[config.mk]
export PLATFORM = sky130hd
export DESIGN_NAME = blake_msg_loader_flat
export DESIGN_NICKNAME = d
export VERILOG_FILES = /design/src/rtl/blake_pkg.sv /design/src/rtl/blake_msg_loader_if.sv /design/src/rtl/blake_msg_fill.sv /design/src/rtl/blake_msg_loader.sv /design/src/flat_wrapper.sv
export SDC_FILE = /design/constraint.sdc
export NUM_CORES = 2
export LEC_CHECK = 0
export BUFFER_PORTS_ARGS = -buffer_cell sky130_fd_sc_hd__buf_2
export CAP_MARGIN = 5
export CORE_MARGIN = 2
export CORE_UTILIZATION = 51
export DETAILED_ROUTE_END_ITERATION = 8
export GPL_TIMING_DRIVEN = 0
export MAX_ROUTING_LAYER = met4
export PLACE_DENSITY = 0.76
export REMOVE_ABC_BUFFERS = 1
export SYNTH_ARGS = -nofsm -noshare
export SYNTH_HDL_FRONTEND = slang
export SYNTH_SLANG_ARGS = --single-unit
[constraint.sdc]
create_clock -name clk -period 1.65 [get_ports clk]
set_clock_uncertainty 0.1 [all_clocks]
set_input_delay 0.495 -clock clk [delete_from_list [all_inputs] [get_ports clk]]
set_output_delay 0.495 -clock clk [all_outputs]
set_load 0.02 [all_outputs]
[src/rtl/blake_pkg.sv]
// Shared BLAKE header-block constants for the loader, message mux and core.
package blake_pkg;
  localparam int WORD_W    = 64;
  localparam int MSG_WORDS = 10;
  localparam int MSG_W     = WORD_W * MSG_WORDS;
  localparam int BLK_CNT_W = 16;

  typedef logic [BLK_CNT_W-1:0] blk_cnt_t;
endpackage

[src/rtl/blake_msg_loader_if.sv]
// Word stream in, block handoff to the core out.
interface blake_msg_loader_if #(
  parameter int WORD_W = blake_pkg::WORD_W,
  parameter int MSG_W  = blake_pkg::MSG_W
);
  logic [WORD_W-1:0]             s_data;
  logic                          s_valid;
  logic                          s_last;
  logic                          s_ready;
  logic [MSG_W-1:0]              msg_out;
  logic                          core_start;
  logic                          core_done;
  logic                          err_len;
  logic [blake_pkg::BLK_CNT_W-1:0] blk_cnt;

  modport slave (
    input  s_data, s_valid, s_last, core_done,
    output s_ready, msg_out, core_start, err_len, blk_cnt
  );

  modport master (
    output s_data, s_valid, s_last, core_done,
    input  s_ready, msg_out, core_start, err_len, blk_cnt
  );
endinterface

[src/rtl/blake_msg_fill.sv]
// Fill side: collects words into the staging buffer and checks block length.
module blake_msg_fill #(
  parameter int WORD_W    = blake_pkg::WORD_W,
  parameter int MSG_WORDS = blake_pkg::MSG_WORDS
) (
  input  logic                              clk,
  input  logic                              rst_n,
  input  logic [WORD_W-1:0]                 s_data,
  input  logic                              s_valid,
  input  logic                              s_last,
  input  logic                              take,
  output logic                              s_ready,
  output logic [MSG_WORDS-1:0][WORD_W-1:0]  fill_buf,
  output logic                              fill_full,
  output logic                              err_len
);
  import blake_pkg::*;

  localparam int CNT_W = $clog2(MSG_WORDS);
  localparam logic [CNT_W-1:0] LAST = CNT_W'(MSG_WORDS - 1);

  logic [CNT_W-1:0] fill_cnt;
  logic             xfer;

  assign s_ready = ~fill_full;
  assign xfer    = s_valid & ~fill_full;

  always_ff @(posedge clk) begin
    if (!rst_n) begin
      fill_cnt  <= '0;
      fill_full <= 1'b0;
      err_len   <= 1'b0;
    end else begin
      err_len <= 1'b0;
      if (take) fill_full <= 1'b0;
      if (xfer) begin
        // Any s_last misplacement drops the partial block; its words get overwritten.
        if (fill_cnt == LAST) begin
          fill_cnt <= '0;
          if (s_last) fill_full <= 1'b1;
          else        err_len   <= 1'b1;
        end else if (s_last) begin
          fill_cnt <= '0;
          err_len  <= 1'b1;
        end else begin
          fill_cnt <= fill_cnt + 1'b1;
        end
      end
    end
  end

  // Word 0 lands in the most significant slot.
  always_ff @(posedge clk) begin
    if (!rst_n) begin
      fill_buf <= '0;
    end else if (xfer) begin
      for (int w = 0; w < MSG_WORDS; w++)
        if (fill_cnt == CNT_W'(w)) fill_buf[MSG_WORDS-1-w] <= s_data;
    end
  end
endmodule

[src/rtl/blake_msg_loader.sv]
// Double-buffered message loader: fills one block while the core works on another.
module blake_msg_loader #(
  parameter int WORD_W    = blake_pkg::WORD_W,
  parameter int MSG_WORDS = blake_pkg::MSG_WORDS
) (
  input  logic               clk,
  input  logic               rst_n,
  blake_msg_loader_if.slave  bus
);
  import blake_pkg::*;

  localparam int MW = WORD_W * MSG_WORDS;

  typedef enum logic {IDLE, RUN} state_e;

  logic [MSG_WORDS-1:0][WORD_W-1:0] fill_buf;
  logic                             fill_full;
  logic                             swap;
  state_e                           state;
  logic [MW-1:0]                    msg_q;
  logic                             start_q;
  blk_cnt_t                         blk_cnt_q;

  blake_msg_fill #(.WORD_W(WORD_W), .MSG_WORDS(MSG_WORDS)) u_fill (
    .clk      (clk),
    .rst_n    (rst_n),
    .s_data   (bus.s_data),
    .s_valid  (bus.s_valid),
    .s_last   (bus.s_last),
    .take     (swap),
    .s_ready  (bus.s_ready),
    .fill_buf (fill_buf),
    .fill_full(fill_full),
    .err_len  (bus.err_len)
  );

  // Swap depends only on registered state, so core_done never reaches outputs combinationally.
  assign swap = fill_full && (state == IDLE);

  always_ff @(posedge clk) begin
    if (!rst_n) begin
      state     <= IDLE;
      msg_q     <= '0;
      start_q   <= 1'b0;
      blk_cnt_q <= '0;
    end else begin
      start_q <= swap;
      case (state)
        IDLE: if (swap) begin
          msg_q     <= fill_buf;
          blk_cnt_q <= blk_cnt_q + 1'b1;
          state     <= RUN;
        end
        RUN:  if (bus.core_done) state <= IDLE;
        default: state <= IDLE;
      endcase
    end
  end

  assign bus.msg_out    = msg_q;
  assign bus.core_start = start_q;
  assign bus.blk_cnt    = blk_cnt_q;
endmodule

[src/flat_wrapper.sv]
// flat-port wrapper written by rule: the top's interface ports become plain ports
module blake_msg_loader_flat import blake_pkg::*;
#(
  parameter int WORD_W    = blake_pkg::WORD_W,
  parameter int MSG_WORDS = blake_pkg::MSG_WORDS
)
  (clk, rst_n, bus_s_data, bus_s_valid, bus_s_last, bus_core_done, bus_s_ready, bus_msg_out, bus_core_start, bus_err_len, bus_blk_cnt);
  blake_msg_loader_if #(.WORD_W(WORD_W)) bus_i ();
  input  logic clk;
  input  logic rst_n;
  input wire logic [$bits(bus_i.s_data)-1:0] bus_s_data;
  input wire logic [$bits(bus_i.s_valid)-1:0] bus_s_valid;
  input wire logic [$bits(bus_i.s_last)-1:0] bus_s_last;
  input wire logic [$bits(bus_i.core_done)-1:0] bus_core_done;
  output wire logic [$bits(bus_i.s_ready)-1:0] bus_s_ready;
  output wire logic [$bits(bus_i.msg_out)-1:0] bus_msg_out;
  output wire logic [$bits(bus_i.core_start)-1:0] bus_core_start;
  output wire logic [$bits(bus_i.err_len)-1:0] bus_err_len;
  output wire logic [$bits(bus_i.blk_cnt)-1:0] bus_blk_cnt;
  assign bus_i.s_data = bus_s_data;
  assign bus_i.s_valid = bus_s_valid;
  assign bus_i.s_last = bus_s_last;
  assign bus_i.core_done = bus_core_done;
  assign bus_s_ready = bus_i.s_ready;
  assign bus_msg_out = bus_i.msg_out;
  assign bus_core_start = bus_i.core_start;
  assign bus_err_len = bus_i.err_len;
  assign bus_blk_cnt = bus_i.blk_cnt;
  blake_msg_loader #(.WORD_W(WORD_W), .MSG_WORDS(MSG_WORDS)) u_core (.clk(clk), .rst_n(rst_n), .bus(bus_i));
endmodule
# ---- After elaboration in Yosys (flattened, before gate mapping)
# Cells that the tools add are included.
dict set report op_classes {
  addsub 2
  eq_ne 9
  n_bitwise 3
  n_reduce_logical 14
  n_mux 12
}
# operator n
set op_table {}
lappend op_table {{$reduce_and A2 Y1} 12}
lappend op_table {{$add A16 B1 Y16 const B} 1}
lappend op_table {{$eq A4 B3 Y1 const B} 4}
lappend op_table {{$mux W1} 9}
lappend op_table {{$eq A4 B2 Y1 const B} 2}
lappend op_table {{$eq A4 B4 Y1 const B} 2}
lappend op_table {{$mux W4} 2}
lappend op_table {{$add A4 B1 Y4 const B} 1}
lappend op_table {{$eq A4 B1 Y1 const B} 1}
lappend op_table {{$logic_not A4 Y1} 1}
lappend op_table {{$not A1 Y1} 2}
lappend op_table {{$pmux W1 S2} 1}
lappend op_table {{$and A1 B1 Y1} 1}
lappend op_table {{$logic_and A1 B1 Y1} 1}
dict set report totals {
  elab_cells 57
  reg_bits 1304
  inputBits 69
}

# ---- Longest topological paths before layout
dict set report logic_depth {
  ltp_word 6
  depth_mapped 8
  mapped_depth_nobuf 6
}

# ---- By module
# Synthesis repeated with hierarchy kept, for this count alone.
dict set report unflattened {
  hier_cells 5898
  area_unflattened_um2 48696.7
}
# module area_per_inst_um2 instances cells_each seq_area_each_um2
set by_module_without_submodules {}
lappend by_module_without_submodules {blake_msg_fill 26263.9 1 3031 12932.4}
lappend by_module_without_submodules {blake_msg_loader 22432.8 1 2867 13172.6}

# ---- Least setup slack after synthesis
# OpenSTA, ideal clock, no wires.
dict set report synth_timing {
  path_kind {register to register}
  startpoint {register u_core.u_fill.fill_cnt[1]}
  endpoint {register u_core.u_fill.fill_buf[0] (netlist name)}
  synth_period_minus_slack_ns 1.699
  path_stages_with_launch 8
  t_arrival_ns 1.523
  setup_time_ns 0.076
  t_required_ns 1.474
  slack_ns -0.049
  cell_sequence {dfxtp_1 inv_1 ha_1 and3b_1 nand2_1 clkbuf_1 nand2_1 a21boi_0}
}
dict set report synth_between {
  elab_chain_cells 2
}
# element line
set synth_lines {}
lappend synth_lines {{from (decl)} blake_msg_fill.sv:22} ;# logic [CNT_W-1:0] fill_cnt;
lappend synth_lines {{from (signal assigned)} blake_msg_fill.sv:46} ;# fill_cnt <= fill_cnt + 1'b1;
lappend synth_lines {{$eq A4 B4 Y1} blake_msg_fill.sv:58} ;# if (fill_cnt == CNT_W'(w)) fill_buf[MSG_WORDS-1-w] <= s_data;
lappend synth_lines {{$reduce_and A2 Y1 (no line)} --}
lappend synth_lines {{to (signal, indexed assignment)} blake_msg_fill.sv:58}
lappend synth_lines {{to (decl)} blake_msg_fill.sv:13} ;# output logic [MSG_WORDS-1:0][WORD_W-1:0] fill_buf,
# No other way between the ends.
# A chain may end at the register's enable or synchronous reset.

# ---- Worst setup path after layout
dict set report layout_timing {
  startpoint {register u_core.u_fill.fill_full}
  endpoint {register u_core.u_fill.fill_buf[408] (netlist name)}
}
dict set report layout_between {
  elab_chain_cells 3
}
# element line
set layout_lines {}
lappend layout_lines {{from (decl)} blake_msg_fill.sv:14} ;# output logic fill_full,
lappend layout_lines {{from (signal assigned)} blake_msg_fill.sv:31} ;# fill_full <= 1'b0;
lappend layout_lines {{from (signal assigned)} blake_msg_fill.sv:35} ;# if (take) fill_full <= 1'b0;
lappend layout_lines {{from (signal assigned)} blake_msg_fill.sv:40} ;# if (s_last) fill_full <= 1'b1;
lappend layout_lines {{$not A1 Y1} blake_msg_fill.sv:26} ;# assign xfer = s_valid & ~fill_full;
lappend layout_lines {{$and A1 B1 Y1} blake_msg_fill.sv:26}
lappend layout_lines {{$reduce_and A2 Y1 (no line)} --}
# No other way between the ends.

==> run summary <==
Leaving out filler cells and counting taps, the final layout contains 7,915. The net total in the final layout is 6,633. The final critical path takes up 132% of the cycle. The total half-perimeter wirelength after legalization and detailed placement came out at 89,000 microns. The leading register cell type out of synthesis is dfxtp_1. In this run the worst setup path begins at u_core.u_fill.fill_full$_SDFF_PN0_. Once the floorplan was initialized, standard cells occupied 51.6% of the core. The number of sinks driven by the clock tree came out at 1,304. The growth of design area from synthesis to finish came out at 34.3%. The maximum root-to-sink buffer count is 3. The worst-skew pair later-pin latency is 0.76 ns. The number of max-slew violations in the final report is 0.

The global-route wire length before repair is 274,000 microns. The max-capacitance violation count is 0. The final setup violation count came out at 1,924.

The count of endpoints failing hold in the final timing report is 0. The clock transition at the registers of the reported paths is 0.06 ns. The floorplan has 112 rows. The number of I/O port buffers is 727.

After synthesis, the largest area contributor takes up 54.1% of total cell area. The pin count of the biggest net entering global routing came out at 200. The worst setup path is captured at a flip-flop.

The worst setup path is of the flip-flop to flip-flop kind. The startpoint identified for the worst hold timing path is bus_s_data[45]. The via count of the first global-routing pass is 41.9k. Cells fill 69.3% of the core in the end.

Setup repair after global routing could not meet its margin everywhere. The setup slack after placement is -1.67 ns. The number of design rule violations left after detail routing came out at 0. Of the total synthesized cell area, the portion taken by XOR and XNOR cells is 0.218%. The ratio of routed vias to standard cells came out at 5.73. After synthesis, the netlist uses 36 different library cells. The total clock buffers created by CTS is 132. The tree is rooted in a clkbuf_16.

The synthesized design contains 0 enable-type register cells. The count of placed standard cells including taps came out at 7,304. The H-tree level count is 4. The number of antenna violations at the first check in global routing came out at 8. Routability-driven placement finished with a final weighted congestion of 0.809. The combined global-route utilization of all metal layers is 39.0%. In this run the worst hold path is classified as input port to flip-flop.

The routed via count is 45.3k. From bottom edge to top edge, the die measures 312 microns. The area of the die came out at 97,200 sq um. For the finished layout, the period the worst path requires is 2.18 ns. Global routing finished with a remaining overflow of 0. The worst register-to-register path begins at u_core.u_fill.fill_full$_SDFF_PN0_. The number of fill cells in the layout is 7,006. Each instance of the synthesized netlist takes up on average 8.39 sq um. The post-layout worst setup margin came out at -0.528 ns.

The footprint of the flip-flops and latches came out at 26,100 sq um. IR analysis of the VDD net gives a maximum drop of 0.910 mV. The final reports fail on negative setup slack. The power density over the cells is 997 nW/um^2.

Leaving out fill and tap cells, the most frequent cells in the layout are nand2_1, dfxtp_1, a21boi_0. Of all nets on the critical path, the largest fanout is 19. The area of the multi-input gates is 21,500 sq um. The first-pass iteration count of the detailed router is 9. The library cell used most frequently in the layout, excluding fill and tap cells, is nand2_1. The detailed-route wire length came out at 200,000 microns. The share of cells above drive strength 1 came out at 23.5%. The sequential fraction of the synthesis area came out at 54.1%. 728 I/O pins were placed. The transition time of the tightest slew-check pin came out at 0.836 ns. The arrival time of data at the critical path endpoint came out at 2.71 ns. The synthesized netlist devotes 20.1% of its cell area to compound gates. The average wire per cell in the routed design is 25.3 microns. The simple-gate portion of the synthesized area is 20.9%.

The mux cell area share after synthesis came out at 0.0415%. The data required time of the worst path came out at 2.19 ns. The number of violations reported at the end of detailed-routing iteration 0 came out at 5,930. The width of the die came out at 312 microns. The worst hold slack after final layout is 0.0451 ns. The flow ran to the end, but the final reports show violations. The synthesized instance count is 5,753. The remaining max-slew budget at the tightest pin is 44.2%. The share of flip-flops with an asynchronous set or reset after synthesis came out at 0%. STA classifies the critical path startpoint as a flip-flop.

The core region is 93,600 sq um. In this run the cell area of the synthesized design comes to 48,300 sq um. The number of flip-flops and latches in the synthesized netlist came out at 1,304. The adder and majority cell fraction of the synthesized area is 0.130%.

Yosys printed 0 warnings. In the post-synthesis netlist, the biggest area contributors are dfxtp_1, nand2_1, a21boi_0. Summed over all instances, the cell type with the most area after synthesis is dfxtp_1. The leakage component of the power is 0.0252 uW. The combinational family with the most area after synthesis is simple AND/OR/NAND/NOR gates. The number of antenna-violating nets in the routed design came out at 0. The CTS tree is yes. Static timing analysis puts the maximum clock frequency at 0.459 GHz.
per-layer routing:
layer	share of wire, %	up-vias	routed length, microns	GRT usage [%]
met1	36	21578	72200	46.1
met5	0	-	0	-
met3	12	752	23500	9.46
met2	44	2908	89000	58.8
met4	7.7	0	15400	26.3
li1	-	20103	-	-
through the flow:
stage	area [sq um]	power (uW)	TNS [ns]
after floorplan	46100	33100	-
after global placement	51300	35100	-
after detailed placement	52900	34100	-1368.53
after CTS	63300	64300	-428.42
after global routing	64900	66000	-526.72
final	64900	64700	-444.79
final cells by class:
cell class / instances / share of cell area (%)
inverter: 5 / 0.0328
tap: 1254 / 2.42
antenna: 8 / 0.0309
timing repair buffer: 1136 / 17.5
clock buffer: 199 / 6.02
multi-input combinational: 3980 / 33.1
sequential: 1304 / 40.3
clock inverter: 29 / 0.667
worst paths after layout:
kind                                              endpoint  slack (ns)  cells past startpoint
setup / recovery  u_core.u_fill.fill_buf[408]$_SDFFE_PN0P_       -0.53                      8
hold / removal    u_core.u_fill.fill_buf[301]$_SDFFE_PN0P_        0.05                      3
setup reg to reg  u_core.u_fill.fill_buf[408]$_SDFFE_PN0P_       -0.53                      8
hold reg to reg       u_core.bus.msg_out[611]$_SDFFE_PN0P_        0.34                      2
timing repair:
item / in CTS / in global routing
setup endpoints to repair: 1959 / 1945
gates resized for setup: 406 / 247
pin swaps: 195 / 77
cloned: 122 / 22
hold endpoints to repair: 371 / 0
hold buffers: 52 / 0
setup buffers: 154 / 37
worst max-delay path: stages, from the launching register on:
cell	delay [ns]
dfxtp_4	0.36
buf_6	0.13
buf_6	0.11
nor4b_4	0.32
buf_12	0.20
and2_4	0.25
clkbuf_16	0.29
nand2_1	0.10
a21boi_1	0.19
kinds of logic (layout without fill, tap and decap cells):
| kind of cell | count (synthesis) | after routing |
|---|---|---|
| adder cells (fa/ha/maj) | 5 | 5 |
| multiplexers | 2 | 2 |
| XOR/XNOR | 12 | 12 |
| other | 0 | 8 |
| buffers and inverters | 493 | 1369 |
| flip-flops | 1304 | 1304 |
| AND/OR/NAND/NOR | 2645 | 2669 |
| AO/OA/AOI/OAI | 1292 | 1292 |
where the power goes:
group | total (uW) | internal [uW] | switching [uW]
clock network | 30500 | 17900 | 12700
logic | 2400 | 975 | 1420
registers | 31700 | 31600 | 85.9
total | 64700 | 50500 | 14200
synth_stat cells (6+ instances only):
| cell type | n |
|---|---|
| clkbuf_1 | 321 |
| buf_1 | 24 |
| nand2_1 | 2580 |
| nand4_1 | 6 |
| buf_6 | 6 |
| a21boi_0 | 906 |
| buf_4 | 52 |
| and2_1 | 20 |
| a21boi_1 | 379 |
| xnor2_1 | 7 |
| dfxtp_1 | 1304 |
| buf_2 | 85 |
| nand3_1 | 6 |
sequential cells by signal (all words and copies together) (netlist names):
signal,count
u_core.bus.msg_out,640
u_core.bus.core_start,1
u_core.u_fill.fill_cnt,4
u_core.u_fill.err_len,1
u_core.state,1
u_core.u_fill.fill_buf,640
u_core.bus.blk_cnt,16
u_core.u_fill.fill_full,1
Note: power is estimated with default switching activity, not from simulation.
